<file path="src/rtl/pc_gen_pkg.sv">
// pc_gen_pkg: shared types and default constants for the fetch PC generator.
package pc_gen_pkg;

    localparam logic [31:0] DEF_RESET_PC = 32'h0000_3000;
    localparam logic [31:0] DEF_EXC_VEC  = 32'h0000_4180;
    localparam int          DEF_STEP     = 4;

    typedef enum logic {S_RUN, S_PEND} state_t;

    typedef enum logic [2:0] {
        SEL_HOLD,
        SEL_SEQ,
        SEL_REDIR,
        SEL_PEND,
        SEL_EXC,
        SEL_ERET
    } sel_t;

endpackage

</file>
<file path="src/rtl/pc_redirect_buf.sv">
// pc_redirect_buf: holds one redirect target that arrived while fetch could not advance.
module pc_redirect_buf
    import pc_gen_pkg::*;
#(
    parameter int ADDR_W = 32
) (
    input  logic              clk,
    input  logic              reset,
    input  logic              capture,
    input  logic              clear,
    input  logic [ADDR_W-1:0] target,
    output logic              pend_valid,
    output logic [ADDR_W-1:0] pend_pc
);

    state_t state, state_next;

    // capture while already pending simply overwrites the older target
    always_comb state_next = capture ? S_PEND : clear ? S_RUN : state;

    always_ff @(posedge clk) begin
        if (reset) begin
            state   <= S_RUN;
            pend_pc <= '0;
        end else begin
            state <= state_next;
            if (capture) pend_pc <= target;
        end
    end

    assign pend_valid = (state == S_PEND);

endmodule

</file>
<file path="src/rtl/pc_gen.sv">
// pc_gen: fetch-stage program counter with exception/eret/redirect priority and
// a one-entry buffer for redirects that arrive during a stall.
module pc_gen
    import pc_gen_pkg::*;
#(
    parameter int                ADDR_W   = 32,
    parameter logic [ADDR_W-1:0] RESET_PC = ADDR_W'(DEF_RESET_PC),
    parameter logic [ADDR_W-1:0] EXC_VEC  = ADDR_W'(DEF_EXC_VEC),
    parameter int                STEP     = DEF_STEP
) (
    input  logic              clk,
    input  logic              reset,
    input  logic              stall,
    input  logic              if_ready,
    input  logic              redirect_valid,
    input  logic [ADDR_W-1:0] redirect_pc,
    input  logic              exc_req,
    input  logic              eret_req,
    input  logic [ADDR_W-1:0] epc,
    output logic [ADDR_W-1:0] pc,
    output logic              pc_valid,
    output logic              flush,
    output logic              pend_valid,
    output logic              adel
);

    logic              adv;
    logic              capture;
    logic              clear;
    logic [ADDR_W-1:0] pend_pc;
    logic [ADDR_W-1:0] pc_next;
    sel_t              sel;

    assign adv = pc_valid & if_ready & ~stall;

    always_comb begin
        sel = exc_req                ? SEL_EXC   :
              eret_req               ? SEL_ERET  :
              redirect_valid & adv   ? SEL_REDIR :
              redirect_valid         ? SEL_HOLD  :
              pend_valid & adv       ? SEL_PEND  :
              adv                    ? SEL_SEQ   : SEL_HOLD;
        pc_next = sel == SEL_EXC   ? EXC_VEC              :
                  sel == SEL_ERET  ? epc                  :
                  sel == SEL_REDIR ? redirect_pc          :
                  sel == SEL_PEND  ? pend_pc              :
                  sel == SEL_SEQ   ? pc + ADDR_W'(STEP)   : pc;
    end

    // capture and clear are mutually exclusive: capture requires ~adv
    assign capture = ~exc_req & ~eret_req & redirect_valid & ~adv;
    assign clear   = exc_req | eret_req | adv;

    pc_redirect_buf #(.ADDR_W(ADDR_W)) u_buf (
        .clk        (clk),
        .reset      (reset),
        .capture    (capture),
        .clear      (clear),
        .target     (redirect_pc),
        .pend_valid (pend_valid),
        .pend_pc    (pend_pc)
    );

    always_ff @(posedge clk) begin
        if (reset) begin
            pc       <= RESET_PC;
            pc_valid <= 1'b0;
            flush    <= 1'b0;
        end else begin
            pc       <= pc_next;
            pc_valid <= 1'b1;
            flush    <= exc_req | eret_req;
        end
    end

    assign adel = |pc[1:0];

endmodule

</file>
<file path="config.mk">
export PLATFORM = sky130hd
export DESIGN_NAME = pc_gen
export DESIGN_NICKNAME = d
export VERILOG_FILES = /design/src/rtl/pc_gen_pkg.sv /design/src/rtl/pc_redirect_buf.sv /design/src/rtl/pc_gen.sv
export SDC_FILE = /design/constraint.sdc
export NUM_CORES = 1
export LEC_CHECK = 0
export CORE_ASPECT_RATIO = 1.1
export CORE_MARGIN = 5
export CORE_UTILIZATION = 35
export CTS_BUF_LIST = sky130_fd_sc_hd__clkbuf_8
export DETAILED_ROUTE_END_ITERATION = 10
export PLACE_DENSITY_LB_ADDON = 0.1
export SYNTH_ARGS = -nofsm -noshare
export SYNTH_HDL_FRONTEND = slang
export SYNTH_SLANG_ARGS = --single-unit
</file>
<file path="constraint.sdc">
create_clock -name clk -period 3 [get_ports clk]
set_input_delay 0.6 -clock clk [delete_from_list [all_inputs] [get_ports clk]]
set_output_delay 0.6 -clock clk [all_outputs]
set_load 0.02 [all_outputs]
</file>
Word level (Yosys, flattened, before mapping)

Index checks and enable logic that the tools add are counted.

Input port bits: 71
Word-level logic and storage cells: 44
Output and inout port bits: 36
Flip-flop bits (word level): 67

Bitwise operators: 13
Reduce and logical (&&, ||, !) cells: 5
Multiplexer cells: 14
Equal/unequal tests: 5
$add $sub $neg: 1

Operators with widths:

| kind                                                 | number |
|---|---|
| two-way mux 32 bit                                   | 4 |
| adder 32 x 3 -> 32 bit (second input constant)       | 1 |
| two-way mux 15 bit                                   | 1 |
| bitwise AND 1 bit                                    | 7 |
| equality test 3 x 2 -> 1 bit (second input constant) | 2 |
| equality test 3 bit (second input constant)          | 2 |
| two-way mux 2 bit                                    | 3 |
| two-way mux 3 bit                                    | 2 |
| nonzero test 5 bit                                   | 1 |
| two-way mux 1 bit                                    | 4 |
| inverter 1 bit                                       | 4 |
| nonzero test 4 bit                                   | 1 |
| OR reduction 2 bit                                   | 2 |
| equality test 3 x 1 -> 1 bit (second input constant) | 1 |
| bitwise OR 1 bit                                     | 2 |
| nonzero test 2 bit                                   | 1 |

Depth between registers and ports, before layout

Depth in word-level cells: 14
Depth in mapped cells: 8
Mapped depth without buffers: 6

By module

Synthesis repeated with hierarchy kept, for this count alone.

Cells, all modules: 509
Area total of the unflattened synthesis: 4232.8 um2

Modules (own cells, without submodules):

| module          | cells an instance | instances | seq. area each (um2) | area an instance (um2) |
|---|---|---|---|---|
| pc_gen          | 401               | 1         | 680.7                | 3027.9 |
| pc_redirect_buf | 108               | 1         | 660.6                | 1204.9 |

Worst setup path after synthesis

No wires, ideal clock.

Kind: flip-flop to flip-flop
From: register pc[2]
To: register pc[30]
Setup time: 96 ps
Setup slack: 784 ps
Arrival: 2120 ps
Cell stages (with the launch flop): 8
Required time: 2904 ps
Clock period less this slack: 2216 ps
Buffers on the path: 1
Path through: dfxtp_1 ha_1 inv_1 or4_1 buf_6 nor4b_2 mux2i_1 nor4b_1

Word-level cells in the longest chain between the ends: 5

Ends and longest elaborated chain:

| what                   | RTL line     | source |
|---|---|---|
| from (decl)            | pc_gen.sv:20 | `output logic [ADDR_W-1:0] pc,` |
| from (signal assigned) | pc_gen.sv:70 | `pc <= pc_next;` |
| adder 32 x 3 -> 32 bit | pc_gen.sv:47 | `sel == SEL_SEQ ? pc + ADDR_W'(STEP) : pc;` |
| two-way mux 32 bit     | pc_gen.sv:47 |  |
| two-way mux 32 bit     | pc_gen.sv:46 | `sel == SEL_PEND ? pend_pc :` |
| two-way mux 32 bit     | pc_gen.sv:45 | `sel == SEL_REDIR ? redirect_pc :` |
| two-way mux 32 bit     | pc_gen.sv:44 | `sel == SEL_ERET ? epc :` |

Every way passes these cells. The select of a mux whose other input is x is not followed.
A chain may end at the register's enable or synchronous reset.

Worst setup path after layout

From: input eret_req
To: register pc[4]

Word-level cells in the longest chain between the ends: 6
Elaborated cells on any way between the ends: 12
Those cells by class: eq/ne: 5; mux: 5; reduce/logical: 2

Ends and longest elaborated chain:

| what                         | RTL line     | source |
|---|---|---|
| from (decl)                  | pc_gen.sv:18 | `input logic eret_req,` |
| two-way mux 3 bit (*)        | pc_gen.sv:38 | `eret_req ? SEL_ERET :` |
| two-way mux 3 bit (*)        | pc_gen.sv:37 | `sel = exc_req ? SEL_EXC :` |
| equality test 3 x 2 -> 1 bit | pc_gen.sv:46 |  |
| two-way mux 32 bit           | pc_gen.sv:46 |  |
| two-way mux 32 bit           | pc_gen.sv:45 |  |
| two-way mux 32 bit           | pc_gen.sv:44 |  |

Every way passes the cells marked *; elsewhere a longest branch is shown, timed or not.

==> summary.md <==
| Metric | Value |
|---|---|
| Outcome | `finished clean` |
| Placeable core area | `0.0110 sq mm` |
| Fmax | `roughly 0.39 GHz` |
| RR Startpoint | `pc[3]` |
| Largest net degree at the start of global routing | `23` |
| Initial core utilization | `36.0%` |
| Final number of setup-violating endpoints | `0` |
| Min-Delay Startpoint | `u_buf.pend_pc[8]` |
| Most common library cell in the layout ignoring fill and taps | `sky130_fd_sc_hd__clkdlybuf4s50_1` |
| Chip width | `111 microns` |
| Area Overhead vs Synth | `38.4%` |
| Clk Latency, worst-skew pair | `~0.36 ns` |
| Max_cap viols | `0` |
| Via count of the first global-routing pass | `4,560` |
| Worst Slack Setup Final | `~0.47 ns` |
| Hold Path Cell Cnt | `2` |
| Routability congestion estimate | `~0.86` |
| Leftover overflow at the end of global routing | `0` |
| Cell-internal power | `1.52 mW` |
| Classification of the worst setup path | `in2reg` |
| Wirelength, routed | `between 15,000 and 20,000 microns` |
| Dpl cell area | `0.00529 sq mm` |
| # placed instances | `761` |
| Delay of the slowest cell on the worst path | `0.48 ns` |
| Hold buffer count at cts | `0` |
| # clock sinks | `67` |
| Crit path max fanout | `10` |
| Kind of end point of the critical path | `flip-flop` |
| First-pass GRT wire length | `25,300 microns` |
| Worst clock skew on the final layout | `between 0.015 and 0.02 ns` |
| Clock edge transition at the registers on the reported setup and hold paths | `about 0.08 ns` |
| Initial DRC count | `around 340` |
| Number of non-filler instances in the completed layout | `777` |
| Post-route fraction of the period consumed by the critical path | `84.4%` |
| Proportion of power drawn by flip-flops and latches | `between 40 and 50%` |
| Count of port buffers added during placement | `between 100 and 150` |
| Post-CTS setup buffer count | `0` |
| Data arrival time at the worst-slack endpoint | `between 2 and 3 ns` |
| Unique masters post-synth | `60` |
| Critical path origin | `eret_req` |
| Fraction of synthesized cell area taken by the top area cell type | `between 30% and 40%` |
| Crit start category | `primary input` |
| Worst-case headroom to the max-slew limit | `between 40% and 50%` |
| Min cycle time layout | `between 2 and 3 ns` |
| Router iterations before antenna repair | `6` |
| Nets@finish | `697` |
| Cells after synthesis | `514` |
| DPL Wire Length | `between 10,000 and 15,000 microns` |
| Detailed-route via count | `approximately 4,600` |
| Endpoints failing hold | `0` |
| Class of the most critical hold timing path | `reg2reg` |
| Standby leakage power | `1.85 nW` |
| Flip-flop cell with the highest count after synthesis | `sky130_fd_sc_hd__dfxtp_1` |
| Final antenna diode count | `0` |
| Synthesized netlist net count | `586` |
| Most Frequent Cell on Critical Path | `sky130_fd_sc_hd__nor2_1` |
| Peak supply drop | `171 uV` |
| Worst EP required | `3.24 ns` |
| Setup TNS | `0 ns` |
| IO Pins | `107` |
| Die Span Y | `122 microns` |
| Commonest cells after routing, fill and taps aside | `sky130_fd_sc_hd__clkdlybuf4s50_1, sky130_fd_sc_hd__nand2_1, sky130_fd_sc_hd__dfxtp_1, sky130_fd_sc_hd__a21oi_1, sky130_fd_sc_hd__buf_4` |
| Switching pwr | `0.617 mW` |
| Resized Gates After CTS | `0` |
| Largest cells by area after synthesis | `sky130_fd_sc_hd__dfxtp_1, sky130_fd_sc_hd__nand2_1, sky130_fd_sc_hd__a21oi_1` |
| Switching share of power | `28.9%` |
| Part of the Yosys area used for sequential elements | `33.8%` |
| Fraction of registers with async set/reset | `0%` |
| Part of the total power dissipated in combinational logic | `19.1%` |
| Transition time of the tightest slew-check pin | `roughly 0.74 ns` |
| Number of enable flip-flop cells after synthesis | `0` |
| Warning count from the yosys run | `0` |
| Mean Syn Cell Area | `a little under 8 sq um` |
| Residual DRC count | `0` |
| Clock root buffer | `sky130_fd_sc_hd__clkbuf_8` |
| Slowest cell on the critical path | `sky130_fd_sc_hd__clkdlybuf4s50_1` |
| Pre-CTS WS | `0.137 ns` |
| Post-Syn Area | `0.00396 sq mm` |
| Detailed-route vias per instance | `between 5 and 6` |
| Series of cell instances along the critical path | `clkdlybuf4s50_1, or2_2, buf_4, nor3_1, nor2_1, a221oi_1, nor2_1` |
| Number of buffers on the longest clock path | `2` |
| Antenna violations before repair | `0` |
| Overall Global Routing Usage | `23.3%` |
| Pwr dens | `389 mW/mm^2` |
| Flop and latch count out of synthesis | `67` |
| Unrepaired setup endpoints after global routing | `no` |
| Slew Limit Fails | `0` |
| Row count | `40` |
| Cts bufs inserted | `9` |
| Total number of H-tree levels | `3` |
| Wire per inst | `20.6 microns` |
| CTS tree | `done` |
| Layout cells sized above 1 | `11.1%` |
| DIE AREA | `0.0136 sq mm` |
| Worst r2r path cells | `7` |
| Library cell with the largest summed area after synthesis | `sky130_fd_sc_hd__dfxtp_1` |
| Post-route cell area | `0.00549 sq mm` |
| Residual antenna-violating net count after detailed routing | `0` |
| Clock share of power | `a little over a third` |
worst paths after layout:
path | to | slack, ns
hold reg to reg | u_buf.pend_pc[8] | 0.45
setup reg to reg | pc[26] | 0.55
hold / removal | u_buf.pend_pc[8] | 0.45
setup / recovery | pc[4] | 0.47
Yosys cell counts (4+ instances only):
cell,instances
sky130_fd_sc_hd__nand2_1,89
sky130_fd_sc_hd__dfxtp_1,67
sky130_fd_sc_hd__a21oi_1,60
sky130_fd_sc_hd__clkbuf_1,30
sky130_fd_sc_hd__nor3_1,26
sky130_fd_sc_hd__o21ai_0,24
sky130_fd_sc_hd__nor2_1,21
sky130_fd_sc_hd__nand3_1,19
sky130_fd_sc_hd__o31a_1,14
sky130_fd_sc_hd__nor4_1,12
sky130_fd_sc_hd__o32ai_1,10
sky130_fd_sc_hd__a222oi_1,9
sky130_fd_sc_hd__inv_1,9
sky130_fd_sc_hd__buf_2,8
sky130_fd_sc_hd__nand4_1,6
sky130_fd_sc_hd__o22ai_1,6
sky130_fd_sc_hd__xnor2_1,6
sky130_fd_sc_hd__a211oi_1,5
sky130_fd_sc_hd__a221oi_1,5
sky130_fd_sc_hd__a22oi_1,5
sky130_fd_sc_hd__nor4_2,5
sky130_fd_sc_hd__a31oi_1,4
sky130_fd_sc_hd__and4_1,4
sky130_fd_sc_hd__mux2i_1,4
sky130_fd_sc_hd__nand2b_1,4
sky130_fd_sc_hd__o221ai_1,4
sky130_fd_sc_hd__o31ai_1,4
sky130_fd_sc_hd__xor2_1,4
flip-flops by register name, summed over array words and instances (netlist names), named ones only:
register          count
u_buf.pend_valid      1
flush                 1
pc                   30
pc_valid              1
u_buf.pend_pc        32
logic make-up after synthesis:
group	Yosys count	share of synthesized area, %
AOI/OAI and AO/OA	172	29.3
xor gates and xnor gates	10	2.21
adders and majority gates	1	0.316
buffers and inverters	51	5.84
DFF	67	33.8
muxes	7	1.86
and+or+nand+nor	206	26.7
layer usage:
layer / track usage (%) / part of all wire (%) / vias to the layer above
li1: - / - / 2162
met1: 31.1 / 44 / 2171
met2: 37.6 / 47 / 214
met3: 4.37 / 6.6 / 40
met4: 9.13 / 2.5 / 0
met5: 0 / 0 / -
final cells by class:
| class | count | area [sq um] |
|---|---|---|
| clock buffers | 10 | 138 |
| clock inverters | 6 | 57.6 |
| fillers | 1068 | 5520 |
| inverters | 9 | 33.8 |
| multi-input cells | 396 | 2400 |
| flip-flops and latches | 67 | 1340 |
| well taps | 147 | 184 |
| repair buffers | 142 | 1330 |
through the flow:
step | util (%) | power, mW | hold WS [ns]
after floorplan | - | 1.15 | 0.431
after global placement | 48.1 | 1.38 | 0.442
after detailed placement | 48.1 | 1.38 | 0.447
after CTS | 49.8 | 2.14 | 0.457
after global routing | 49.8 | 2.22 | 0.475
final | 49.8 | 2.14 | 0.454
power by group through the flow:
stage / Combinational, mW / Clock, mW / Sequential (mW)
floorplan: 0.162 / 0 / 0.989
global placement: 0.400 / 0 / 0.980
detailed placement: 0.403 / 0 / 0.980
CTS: 0.405 / 0.771 / 0.959
global route: 0.437 / 0.815 / 0.965
finish: 0.408 / 0.768 / 0.960
worst max-delay path: cells and delay by family:
family / cells / cell delay (ns)
compound gates: 1 / 0.34
buf+inv: 2 / 0.67
simple gates: 4 / 1.15
Note: power is estimated with default switching activity, not from simulation.
